--- src/rtl/mem2_port_arbiter.sv ---
// Round-robin arbiter for the shared OTTER memory data port (port 2).
// Requester 0 is the CPU load/store path, requester 1 a DMA/debug master.
module mem2_port_arbiter #(
    parameter int ADDR_W = 32,
    parameter int DATA_W = 32,
    parameter int RD_LAT = 1
) (
    input  logic              CLK,
    input  logic              RESET,
    input  logic              REQ0,
    input  logic              WE0,
    input  logic [ADDR_W-1:0] ADDR0,
    input  logic [DATA_W-1:0] WDATA0,
    input  logic [1:0]        SIZE0,
    input  logic              SIGN0,
    output logic              GNT0,
    output logic              RVALID0,
    input  logic              REQ1,
    input  logic              WE1,
    input  logic [ADDR_W-1:0] ADDR1,
    input  logic [DATA_W-1:0] WDATA1,
    input  logic [1:0]        SIZE1,
    input  logic              SIGN1,
    output logic              GNT1,
    output logic              RVALID1,
    output logic [DATA_W-1:0] RDATA,
    output logic              MEM_RDEN2,
    output logic              MEM_WE2,
    output logic [ADDR_W-1:0] MEM_ADDR2,
    output logic [DATA_W-1:0] MEM_DIN2,
    output logic [1:0]        MEM_SIZE,
    output logic              MEM_SIGN,
    input  logic [DATA_W-1:0] MEM_DOUT2,
    output logic              BUSY
);

    typedef enum logic {IDLE, RD_WAIT} state_t;

    localparam logic [2:0] LAT_INIT = 3'(RD_LAT);

    state_t            state_q, state_d;
    logic [2:0]        lat_cnt_q, lat_cnt_d;
    logic              owner_q, owner_d;
    logic              prio_q;
    logic [ADDR_W-1:0] addr_q;
    logic [DATA_W-1:0] din_q;
    logic [1:0]        size_q;
    logic              sign_q;
    logic [DATA_W-1:0] rdata_q;

    logic              last_rd, can_gnt, any_gnt, rd_gnt;
    logic              sel_we, sel_sign;
    logic [ADDR_W-1:0] sel_addr;
    logic [DATA_W-1:0] sel_din;
    logic [1:0]        sel_size;

    // The final RD_WAIT cycle both returns data and accepts the next grant.
    assign last_rd = (state_q == RD_WAIT) && (lat_cnt_q == 3'd1);
    assign can_gnt = (state_q == IDLE) || last_rd;
    assign GNT0    = can_gnt & REQ0 & (~REQ1 | ~prio_q);
    assign GNT1    = can_gnt & REQ1 & (~REQ0 | prio_q);
    assign any_gnt = GNT0 | GNT1;

    assign sel_we   = GNT1 ? WE1    : WE0;
    assign sel_addr = GNT1 ? ADDR1  : ADDR0;
    assign sel_din  = GNT1 ? WDATA1 : WDATA0;
    assign sel_size = GNT1 ? SIZE1  : SIZE0;
    assign sel_sign = GNT1 ? SIGN1  : SIGN0;
    assign rd_gnt   = any_gnt & ~sel_we;

    assign MEM_WE2   = any_gnt & sel_we;
    assign MEM_RDEN2 = rd_gnt;
    assign MEM_ADDR2 = any_gnt ? sel_addr : addr_q;
    assign MEM_DIN2  = any_gnt ? sel_din  : din_q;
    assign MEM_SIZE  = any_gnt ? sel_size : size_q;
    assign MEM_SIGN  = any_gnt ? sel_sign : sign_q;

    assign RVALID0 = last_rd & ~owner_q;
    assign RVALID1 = last_rd & owner_q;
    assign RDATA   = last_rd ? MEM_DOUT2 : rdata_q;
    assign BUSY    = (state_q == RD_WAIT);

    always_comb begin
        state_d   = state_q;
        lat_cnt_d = lat_cnt_q;
        owner_d   = owner_q;
        if (rd_gnt) begin
            state_d   = RD_WAIT;
            lat_cnt_d = LAT_INIT;
            owner_d   = GNT1;
        end else if (state_q == RD_WAIT) begin
            if (last_rd) begin
                state_d   = IDLE;
                lat_cnt_d = 3'd0;
            end else begin
                lat_cnt_d = lat_cnt_q - 3'd1;
            end
        end
    end

    always_ff @(posedge CLK or negedge RESET) begin
        if (!RESET) begin
            state_q   <= IDLE;
            lat_cnt_q <= 3'd0;
            owner_q   <= 1'b0;
            prio_q    <= 1'b0;
            addr_q    <= '0;
            din_q     <= '0;
            size_q    <= 2'd0;
            sign_q    <= 1'b0;
            rdata_q   <= '0;
        end else begin
            state_q   <= state_d;
            lat_cnt_q <= lat_cnt_d;
            owner_q   <= owner_d;
            if (any_gnt) begin
                prio_q <= GNT0;
                addr_q <= sel_addr;
                din_q  <= sel_din;
                size_q <= sel_size;
                sign_q <= sel_sign;
            end
            if (last_rd) rdata_q <= MEM_DOUT2;
        end
    end

endmodule

--- config.mk ---
export PLATFORM = sky130hd
export DESIGN_NAME = mem2_port_arbiter
export DESIGN_NICKNAME = d
export VERILOG_FILES = /design/src/rtl/mem2_port_arbiter.sv
export SDC_FILE = /design/constraint.sdc
export NUM_CORES = 1
export LEC_CHECK = 0
export ABC_CLOCK_PERIOD_IN_PS = 2000
export CORE_UTILIZATION = 38
export DETAILED_ROUTE_END_ITERATION = 16
export GPL_ROUTABILITY_DRIVEN = 0
export PLACE_DENSITY_LB_ADDON = 0.08
export SLEW_MARGIN = 20
export SYNTH_ARGS = -nofsm -noshare
export SYNTH_HDL_FRONTEND = slang
export SYNTH_SLANG_ARGS = --single-unit
--- constraint.sdc ---
create_clock -name CLK -period 2 [get_ports CLK]
set_input_delay 0.2 -clock CLK [delete_from_list [all_inputs] [get_ports CLK]]
set_output_delay 0.2 -clock CLK [all_outputs]
set_load 0.02 [all_outputs]
==> summary.txt, run 1 <==
Status
  – Status: finished with violations
  – Failing checks: negative setup slack

Timing
  – Fin crit period: 2.44 ns
  – Setup TNS: -34.83 ns
  – Setup ws final: -0.437 ns
  – Slew margin rel.: 0.647
  – Worst slew pin tran: 0.530 ns
  – Worst hold margin: 0.354 ns
  – Clock skew: 0.00838 ns
  – Pins over their slew limit: 0
  – Fin crit share: 1.22
  – Final hold viol count: 0
  – Final setup vio count: 106
  – Max Fclk: 410 MHz
  – RSZ-0062 raised after global routing: true

Finish
  – Nets: 951
  – Diode count: 0
  – Final instance area: 0.00949 mm^2
  – Layout cells sized above 1: 0.431
  – Area Growth Syn to Fin: 101%
  – Fin cells: 950

Setup path
  – Maximum fanout along the worst path: 14
  – CP dominant cell by count: buf_12
  – R2r startpoint: lat_cnt_q[0]
  – Worst Setup End Kind: primary output
  – Slowest CP cell: dfrtp_1
  – CP Launch Type: register
  – Worst Path Arrival: 2.24 ns
  – Buf+Inv Stages, Crit Path: 4
  – Slowest stage delay, CP: 0.41 ns
  – CP delay by family, top: buffers and inverters
  – Reg-to-Reg End: lat_cnt_q[0]
  – Worst EP required: 1.80 ns
  – Setup CP Type: reg -> out
  – CP Depth: 9
  – Worst reg2reg path depth: 10
  – Reg2reg setup slack: -0.04 ns
  – Crit-path cells: ha_4, and2b_4, o211ai_4, buf_12, buf_12, buf_4, mux2i_1, a21oi_1, buf_2

Synth
  – Share of the synthesized area in the top cell type: 0.557
  – Mean post-synth cell area: 11.7 um^2
  – Synthesized net count: 576
  – Ys Warns: 0
  – Seq cells post-synth: 105
  – Mapped Area: 0.00472 mm^2
  – Synth unique cells: 28
  – Sequential area share after synthesis: 0.557
  – Synthesized netlist cell count: 402
  – Cell taking the most area after synthesis: dfrtp_1
  – Most area-consuming cells after synthesis: dfrtp_1 56%, mux2i_1 14%, a21oi_1 7.7%

Die
  – Die W: 113 um
  – Cell Rows: 40
  – # IOs: 278
  – Height of the chip: 113 um
  – Placeable Area: 0.0121 mm^2
  – Die footprint: 0.0129 mm^2
  – Initial Util: 0.391

Flow run
  – Max-cap violations: 0

Clocking
  – CTS Buf Count: 9
  – Clock Sinks: 105
  – Worst-skew pair later-pin latency: 0.35 ns
  – Clock buffer depth: 2
  – CTS root buffer: clkbuf_16
  – Clock slew at reported path FFs: 0.07 ns
  – CTS tree: done
  – H-Tree Depth: 3

Placement
  – PortBufs: 277
  – DP Wirelength: 10.3 mm
  – Placed cells: 869
  – Post-DP Area: 0.00794 mm^2

Routing
  – Vias per cell: 4.84
  – Routed wire per std cell: 17.8 um
  – DRC: 0
  – Final ANT Viol Nets: 0
  – DRT Pass-1 Iters: 4
  – Total wire length: 16.9 mm
  – Starting DRT DRC Count: 183
  – Vias post-DR: 4594

Power
  – Max VDD drop: 1.39 mV
  – Pwr Density: 1770 mW/mm^2
  – Design Power: 16.8 mW
  – Static Leak: 4.19 nW

Global route
  – All-Layer GR Usage: 0.252
  – GRT Residual Overflow: 0
  – Largest net degree at the start of global routing: 38
  – Number of global-route vias before repair: 4717
  – Initial antenna violation count: 0
  – Global-route wire length before repair: 24.7 mm

Hold path
  – Hold Path Class: in -> async
-- cells in the mapped netlist --
cell type  number
a211o_1         1
a211oi_4        1
a21o_1          1
a21oi_1        73
a21oi_2         1
a31oi_1         1
and2b_4         1
and3_1          1
buf_12          7
buf_2          11
buf_6           1
clkbuf_1        7
dfrtp_1       105
ha_1            2
inv_1           3
inv_2           1
mux2_1         22
mux2_2         10
mux2i_1        67
nand2_1         4
nand2b_1        2
nand3_1         1
nor2_1         73
nor3_1          2
o2111a_1        1
o211ai_2        1
o22ai_1         1
o2bb2ai_1       1
-- stage by stage --
stage | utilization | worst slack (ns)
6_report | 0.787 | -0.437
5_1_grt | 0.787 | -0.493
3_5_place_dp | 0.659 | -0.574
2_1_floorplan | - | 0.0379
3_3_place_gp | 0.659 | -0.539
4_1_cts | 0.729 | -0.437
-- final cells by class --
| type | count | area (um^2) |
|---|---|---|
| tap | 168 | 210 |
| inverter | 4 | 15.0 |
| clock inverter | 5 | 78.8 |
| timing repair buffer | 390 | 3910 |
| multi-input combinational | 267 | 2410 |
| sequential | 105 | 2630 |
| fill | 779 | 2570 |
| clock buffer | 11 | 243 |
-- layout by cell type, fill, tap and decap left out, types with 2 or more instances in the layout --
| cell type | instances |
|---|---|
| a21oi_1 | 30 |
| a21oi_2 | 43 |
| buf_12 | 12 |
| buf_16 | 12 |
| buf_2 | 30 |
| buf_4 | 123 |
| buf_6 | 33 |
| buf_8 | 3 |
| bufbuf_16 | 2 |
| bufinv_16 | 2 |
| clkbuf_16 | 11 |
| clkdlybuf4s50_1 | 171 |
| clkinv_2 | 2 |
| dfrtp_1 | 105 |
| inv_1 | 2 |
| inv_2 | 2 |
| mux2_1 | 22 |
| mux2_2 | 8 |
| mux2_4 | 2 |
| mux2i_1 | 25 |
| mux2i_2 | 21 |
| mux2i_4 | 21 |
| nand2_1 | 3 |
| nor2_1 | 73 |
| nor3_1 | 2 |
-- registers in the layout (all words and copies together) (netlist names) --
register   count
BUSY           1
lat_cnt_q      3
addr_q        32
din_q         32
rdata_q       32
prio_q         1
size_q         2
sign_q         1
owner_q        1
-- how the worst max path moves through the flow --
stage | startpoint | endpoint | slack (ns)
floorplan | lat_cnt_q[0] | MEM_ADDR2[0] | 0.04
global placement | REQ0 | MEM_ADDR2[12] | -0.54
detailed placement | REQ0 | MEM_DIN2[26] | -0.57
CTS | lat_cnt_q[0] | MEM_DIN2[23] | -0.44
global route | lat_cnt_q[0] | MEM_DIN2[18] | -0.49
finish | lat_cnt_q[0] | MEM_DIN2[18] | -0.44
-- per-layer routing --
layer  part of all wire  wire, um  track usage  up-vias
met1               0.38      6390        0.291     2224
met5                  0         0            0        -
li1                   -         -            -     2150
met3              0.066      1120       0.0643       40
met2               0.52      8800        0.447      180
met4              0.033       562        0.106        0
-- cell families after synthesis --
kind of cell             share of synthesized area
AO/OA/AOI/OAI                               0.0965
adder cells (fa/ha/maj)                    0.00530
buffers and inverters                       0.0525
flip-flops                                   0.557
multiplexers                                 0.218
AND/OR/NAND/NOR                             0.0705
-- what timing repair did --
item,4_1_cts,5_1_grt
endpoints found under the hold margin,34,0
endpoints found under the setup margin,106,117
resized for setup,543,123
pin swaps,15,29
hold buffers,1,0
cloned,13,2
buffers inserted,30,26
-- where the power goes --
group,total (mW),leakage (nW),switching [mW],internal (mW)
Combinational,11.4,2.84,5.61,5.80
Clock,1.91,0.159,0.782,1.13
Sequential,3.50,1.19,0.308,3.19
Total,16.8,4.19,6.70,10.1
(Power assumes the default switching activity.)
==> run 2, diff against run 1 <==
--- a/config.mk
+++ b/config.mk
@@ -6,6 +6,7 @@
 export NUM_CORES = 1
 export LEC_CHECK = 0
 export ABC_CLOCK_PERIOD_IN_PS = 2000
+export CORE_MARGIN = 8
 export CORE_UTILIZATION = 38
 export DETAILED_ROUTE_END_ITERATION = 16
 export GPL_ROUTABILITY_DRIVEN = 0
==> constraint.sdc (replaced) <==
create_clock -name CLK -period 2 [get_ports CLK]
set_input_delay 0.2 -clock CLK [delete_from_list [all_inputs] [get_ports CLK]]
set_output_delay 0.2 -clock CLK [all_outputs]
set_load 0.01 [all_outputs]
==> run 2 against run 1 <==
The run still ends with negative setup slack left. Sequential power about the same. Sequential share of layout area increased by 0.86 points. Cell count decreased by 0.95%. Critical endpoint is now MEM_ADDR2[19]. Highest routed layer unchanged.
==> summary.txt, run 2 (synthesis gave the netlist of run 1 again) <==
Status
  – Status: finished with violations (unchanged)
  – Failing checks: negative setup slack (unchanged)

Routing
  – Routed wire per std cell: 19.7 um (was 17.8 um)
  – Total wire length: 18.5 mm (was 16.9 mm)
  – Starting DRT DRC Count: 122 (was 183)
  – Vias post-DR: 4551 (was 4594)
  – Final ANT Viol Nets: 0 (unchanged)
  – DRC: 0 (unchanged)
  – Vias per cell: 4.84 (about the same)
  – DRT Pass-1 Iters: 4 (unchanged)

Power
  – Max VDD drop: 0.786 mV (was 1.39 mV)
  – Pwr Density: 1630 mW/mm^2 (was 1770 mW/mm^2)
  – Static Leak: 4.11 nW (was 4.19 nW)
  – Design Power: 15.0 mW (was 16.8 mW)

Timing
  – Clock skew: 0.0105 ns (was 0.00838 ns)
  – Slew margin rel.: 0.612 (was 0.647)
  – RSZ-0062 raised after global routing: true (unchanged)
  – Worst slew pin tran: 0.582 ns (was 0.530 ns)
  – Setup ws final: -0.454 ns (was -0.437 ns)
  – Setup TNS: -37.47 ns (was -34.83 ns)
  – Fin crit period: 2.45 ns (was 2.44 ns)
  – Max Fclk: 408 MHz (was 410 MHz)
  – Worst hold margin: 0.437 ns (was 0.354 ns)
  – Final setup vio count: 107 (was 106)
  – Fin crit share: 1.23 (was 1.22)
  – Final hold viol count: 0 (unchanged)
  – Pins over their slew limit: 0 (unchanged)

Die
  – Die W: 127 um (was 113 um)
  – # IOs: 278 (unchanged)
  – Placeable Area: 0.0121 mm^2 (unchanged)
  – Height of the chip: 127 um (was 113 um)
  – Die footprint: 0.0162 mm^2 (was 0.0129 mm^2)
  – Cell Rows: 40 (unchanged)
  – Initial Util: 0.391 (unchanged)

Setup path
  – Worst Path Arrival: 2.25 ns (was 2.24 ns)
  – Worst Setup SP: lat_cnt_q[0] (unchanged)
  – R2r startpoint: lat_cnt_q[0] (unchanged)
  – Worst EP required: 1.80 ns (about the same)
  – Maximum fanout along the worst path: 5 (was 14)
  – CP Launch Type: register (unchanged)
  – Worst Setup End Kind: primary output (unchanged)
  – Setup CP Type: reg -> out (unchanged)

Finish
  – Commonest non-fill, non-tap cells in the layout: 171 x clkdlybuf4s50_1, 105 x dfrtp_1, 80 x buf_2 (was 171 x clkdlybuf4s50_1, 123 x buf_4, 105 x dfrtp_1)
  – Biggest regs: addr_q x32, din_q x32, rdata_q x32 (unchanged)
  – Fin cells: 941 (was 950)
  – Total area of sequential cells: 0.00263 mm^2 (unchanged)
  – Layout cells sized above 1: 0.418 (was 0.431)
  – Commonest non-fill, non-tap cell in the layout: clkdlybuf4s50_1 (unchanged)
  – Nets: 942 (was 951)
  – Area Growth Syn to Fin: 95.0% (was 101%)
  – Multi-input logic area: 0.00245 mm^2 (was 0.00241 mm^2)
  – Fill cells: 848 (was 779)

Clocking
  – H-Tree Depth: 3 (unchanged)
  – Clock Sinks: 105 (unchanged)
  – CTS Buf Count: 9 (unchanged)
  – Clock buffer depth: 2 (unchanged)
  – Worst-skew pair later-pin latency: 0.35 ns (about the same)
  – CTS root buffer: clkbuf_16 (unchanged)
  – CTS tree: done (unchanged)
  – Clock slew at reported path FFs: 0.07 ns (about the same)

Global route
  – Largest net degree at the start of global routing: 106 (was 38)
  – Global-route wire length before repair: 28.5 mm (was 24.7 mm)
  – GRT Residual Overflow: 0 (unchanged)
  – All-Layer GR Usage: 0.225 (was 0.252)
  – Number of global-route vias before repair: 5264 (was 4717)
  – Initial antenna violation count: 0 (unchanged)

Hold path
  – Hold Path Class: in -> reg (was in -> async)
  – HP Start: WE1

Flow run
  – Max-cap violations: 0 (unchanged)

Placement
  – Post-Place Setup Slack: -0.560 ns (was -0.574 ns)
  – Placed cells: 865 (was 869)
  – PortBufs: 277 (unchanged)
  – DP Wirelength: 12.4 mm (was 10.3 mm)
## run 2: changes by cell type in the layout (fill, tap and decap cells not counted), moves of 5 or more
| cell | before | now |
|---|---|---|
| buf_4 | 123 | 72 |
| buf_2 | 30 | 80 |
| buf_6 | 33 | 13 |
| clkdlybuf4s15_2 | 1 | 16 |
| mux2_4 | 2 | 16 |
| mux2i_2 | 21 | 7 |
| mux2_1 | 22 | 13 |
| mux2i_1 | 25 | 34 |
| buf_12 | 12 | 18 |
| buf_16 | 12 | 7 |
| mux2_2 | 8 | 3 |
| mux2i_4 | 21 | 26 |
## run 2: worst paths after layout
kind                                      end  slack, ns  depth (start not counted)
worst max-delay path            MEM_ADDR2[19]      -0.45                          8
worst min-delay path                  owner_q       0.44                          2
worst max register to register      din_q[31]      -0.27                         11
worst min register to register     rdata_q[4]       0.49                          1
max in group asynchronous          addr_q[31]       1.10                          3
min in group asynchronous          addr_q[29]       0.45                          3
## run 2: power by group
part	switching, mW	internal (mW)	leakage [nW]	total [mW]
clock	0.773	1.03	0.148	1.80
sequential	0.322	3.20	1.19	3.52
combinational	4.47	5.18	2.78	9.66
total	5.57	9.41	4.11	15.0
## run 2: metal layers
metal  global-route usage  wire [um]  share of wire  vias up
met5                    0          0              0        -
met4                0.104        537          0.029        0
met3               0.0653       1320          0.071       30
met2                0.406       9990           0.54      183
met1                0.238       6660           0.36     2218
li1                     -          -              -     2120
## run 2: repair_timing
action,in CTS,in global routing
endpoints found under the setup margin,120,139
hold endpoints to repair,105,0
pin swaps,70,27
hold buffers,1,0
setup buffers,75,21
cloned,8,0
gates resized for setup,471,116
## run 2: through the flow
| step | util | area [um^2] |
|---|---|---|
| floorplan | - | 4720 |
| global placement | 0.656 | 7910 |
| detailed placement | 0.656 | 7910 |
| CTS | 0.742 | 8950 |
| global route | 0.763 | 9200 |
| finish | 0.763 | 9210 |
## run 2: layout make-up
cell class / instances / share of cell area
Clock buffer: 12 / 0.0279
Multi-Input combinational cell: 267 / 0.267
Clock inverter: 3 / 0.00435
Timing Repair Buffer: 381 / 0.391
Inverter: 4 / 0.00163
Sequential cell: 105 / 0.285
Tap cell: 168 / 0.0228
Antenna cell: 1 / 0.000272
## run 2: critical path, stage by stage, from the launching register on
cell      delay (ns)
dfrtp_1         0.42
ha_4            0.18
and2b_4         0.17
o211ai_4        0.28
buf_12          0.19
buf_12          0.13
mux2i_1         0.24
a21oi_1         0.12
buf_2           0.16
==> run 3, diff against run 2 <==
--- a/config.mk
+++ b/config.mk
@@ -6,8 +6,10 @@
 export NUM_CORES = 1
 export LEC_CHECK = 0
 export ABC_CLOCK_PERIOD_IN_PS = 2000
-export CORE_MARGIN = 8
+export CAP_MARGIN = 40
+export CORE_MARGIN = 5
 export CORE_UTILIZATION = 38
+export CTS_CLUSTER_SIZE = 28
 export DETAILED_ROUTE_END_ITERATION = 16
 export GPL_ROUTABILITY_DRIVEN = 0
 export PLACE_DENSITY_LB_ADDON = 0.08
==> run 3 against run 2 <==
The run still ends with negative setup slack left. Global-route usage rose by 2.2 points. Worst hold slack lost 0.038 ns. Wire length is 3.2% higher. Die area shrank 9.2%. Clock skew fell by 0.0031 ns. Flip-flop and latch count unchanged. Critical path type unchanged.
==> summary.txt, run 3 (synthesis gave the netlist of run 1 again) <==
Power
  – Design Power: 16.7 mW (was 15.0 mW)
  – Static Leak: 4.50 nW (was 4.11 nW)
  – Pwr Density: 1700 mW/mm^2 (was 1630 mW/mm^2)
  – Max VDD drop: 1.04 mV (was 0.786 mV)

Setup path
  – CP delay by family, top: buffers and inverters (unchanged)
  – R2r startpoint: lat_cnt_q[1] (was lat_cnt_q[0])
  – Setup CP Type: reg -> out (unchanged)
  – Crit-path cells: inv_2, ha_4, and2b_4, o211ai_4, buf_12, buf_12, buf_16, mux2i_4, a21oi_2, buf_2 (was ha_4, and2b_4, o211ai_4, buf_12, buf_12, mux2i_1, a21oi_1, buf_2)
  – Slowest CP cell: dfrtp_1 (unchanged)
  – Slowest stage delay, CP: 0.37 ns (was 0.42 ns)
  – Worst reg2reg path depth: 13 (was 11)
  – CP dominant cell by count: buf_12 (unchanged)
  – Maximum fanout along the worst path: 8 (was 5)
  – Worst Setup End Kind: primary output (unchanged)
  – Reg2reg setup slack: -0.19 ns (was -0.27 ns)
  – Buf+Inv Stages, Crit Path: 5 (was 3)
  – Worst Path Arrival: 2.24 ns (was 2.25 ns)
  – Reg-to-Reg End: din_q[31] (unchanged)
  – Worst EP required: 1.80 ns (about the same)
  – CP Launch Type: register (unchanged)

Timing
  – Clock skew: 0.00735 ns (was 0.0105 ns)
  – Worst slew pin tran: 0.623 ns (was 0.582 ns)
  – Final setup vio count: 113 (was 107)
  – Fin crit period: 2.44 ns (was 2.45 ns)
  – Slew margin rel.: 0.584 (was 0.612)
  – Max Fclk: 409 MHz (was 408 MHz)
  – Pins over their slew limit: 0 (unchanged)
  – Setup ws final: -0.442 ns (was -0.454 ns)
  – Setup TNS: -34.69 ns (was -37.47 ns)
  – RSZ-0062 raised after global routing: true (unchanged)
  – Final hold viol count: 0 (unchanged)
  – Worst hold margin: 0.398 ns (was 0.437 ns)
  – Fin crit share: 1.22 (was 1.23)

Clocking
  – Clock Sinks: 105 (unchanged)
  – CTS root buffer: clkbuf_16 (unchanged)
  – Worst-skew pair later-pin latency: 0.36 ns (was 0.35 ns)
  – H-Tree Depth: 3 (unchanged)
  – Clock slew at reported path FFs: 0.07 ns (about the same)
  – CTS tree: done (unchanged)
  – CTS Buf Count: 9 (unchanged)
  – Clock buffer depth: 2 (unchanged)

Global route
  – Initial antenna violation count: 0 (unchanged)
  – Number of global-route vias before repair: 5262 (was 5264)
  – Global-route wire length before repair: 28.0 mm (was 28.5 mm)
  – All-Layer GR Usage: 0.247 (was 0.225)
  – Largest net degree at the start of global routing: 47 (was 106)
  – GRT Residual Overflow: 0 (unchanged)

Routing
  – Vias per cell: 4.87 (was 4.84)
  – Total wire length: 19.1 mm (was 18.5 mm)
  – Final ANT Viol Nets: 0 (unchanged)
  – DRC: 0 (unchanged)
  – Vias post-DR: 4771 (was 4551)
  – DRT Pass-1 Iters: 4 (unchanged)
  – Starting DRT DRC Count: 175 (was 122)
  – Routed wire per std cell: 19.5 um (was 19.7 um)

Placement
  – PortBufs: 277 (unchanged)
  – DP Wirelength: 11.2 mm (was 12.4 mm)
  – Post-DP Area: 0.00791 mm^2 (about the same)

Finish
  – Layout cells sized above 1: 0.464 (was 0.418)
  – Commonest non-fill, non-tap cells in the layout: 171 x clkdlybuf4s50_1, 105 x dfrtp_1, 84 x buf_4 (was 171 x clkdlybuf4s50_1, 105 x dfrtp_1, 80 x buf_2)
  – Area Growth Syn to Fin: 108% (was 95.0%)
  – Final instance area: 0.00983 mm^2 (was 0.00921 mm^2)
  – Biggest regs: addr_q x32, din_q x32, rdata_q x32 (unchanged)
  – Commonest non-fill, non-tap cell in the layout: clkdlybuf4s50_1 (unchanged)
  – Diode count: 0 (was 1)
  – Nets: 981 (was 942)

Die
  – Cell Rows: 40 (unchanged)
  – Die W: 121 um (was 127 um)
  – Die footprint: 0.0147 mm^2 (was 0.0162 mm^2)
  – Initial Util: 0.390 (was 0.391)
  – Placeable Area: 0.0121 mm^2 (about the same)
  – # IOs: 278 (unchanged)
  – Height of the chip: 121 um (was 127 um)

Status
  – Failing checks: negative setup slack (unchanged)
  – Status: finished with violations (unchanged)

Flow run
  – Max-cap violations: 0 (unchanged)

Hold path
  – Hold Path Class: in -> async (was in -> reg)
## run 3: cell types whose count changed in the layout (fill, tap and decap cells not counted), sizes merged
cell / change
diode: -1
dlygate4sd2: -1
clkinvlp: +2
bufbuf: -1
buf: +53
clkinv: +1
clkdlybuf4s15: -16
bufinv: -1
clkbuf: +3
## run 3: what timing repair did
action                                  4_1_cts  5_1_grt
pin swaps                                    69       28
endpoints found under the hold margin        43        0
endpoints found under the setup margin      107      140
buffers inserted                             82       30
hold buffers                                  1        0
gates cloned                                 14        4
gates resized for setup                     586       89
## run 3: cell type report
type / instances / area (um^2)
Multi-Input combinational cell: 267 / 2480
Clock buffer: 11 / 253
Clock inverter: 5 / 30.0
Timing Repair Buffer: 420 / 4210
Sequential cell: 105 / 2630
Fill cell: 722 / 2280
Inverter: 4 / 17.5
Tap cell: 168 / 210
## run 3: worst max path at each step
stage | slack (ns) | start | depth (start not counted) | endpoint
after floorplan | 0.18 | lat_cnt_q[0] | 7 | MEM_ADDR2[0]
after global placement | -0.45 | lat_cnt_q[0] | 7 | MEM_ADDR2[6]
after detailed placement | -0.50 | REQ1 | 7 | MEM_ADDR2[21]
after CTS | -0.46 | lat_cnt_q[0] | 10 | MEM_ADDR2[13]
after global routing | -0.54 | lat_cnt_q[1] | 10 | MEM_DIN2[21]
final | -0.44 | lat_cnt_q[1] | 10 | MEM_DIN2[21]
## run 3: per-stage QoR
stage / util / instances / setup slack (ns)
global route: 0.812 / 980 / -0.544
detailed placement: 0.653 / 868 / -0.503
CTS: 0.781 / 980 / -0.457
floorplan: - / 402 / 0.179
global placement: 0.653 / 868 / -0.447
finish: 0.812 / 980 / -0.442
## run 3: where the power goes
group / leakage (nW) / internal, mW / switching, mW
Sequential: 1.19 / 3.20 / 0.340
Clock: 0.137 / 0.906 / 0.784
Combinational: 3.18 / 6.57 / 4.93
Total: 4.50 / 10.7 / 6.05
## run 3: metal layers
metal	vias up	GRT usage	share of wire
met2	179	0.445	0.53
met5	-	0	0
met3	36	0.0872	0.079
met4	0	0.0728	0.028
li1	2208	-	-
met1	2348	0.273	0.36
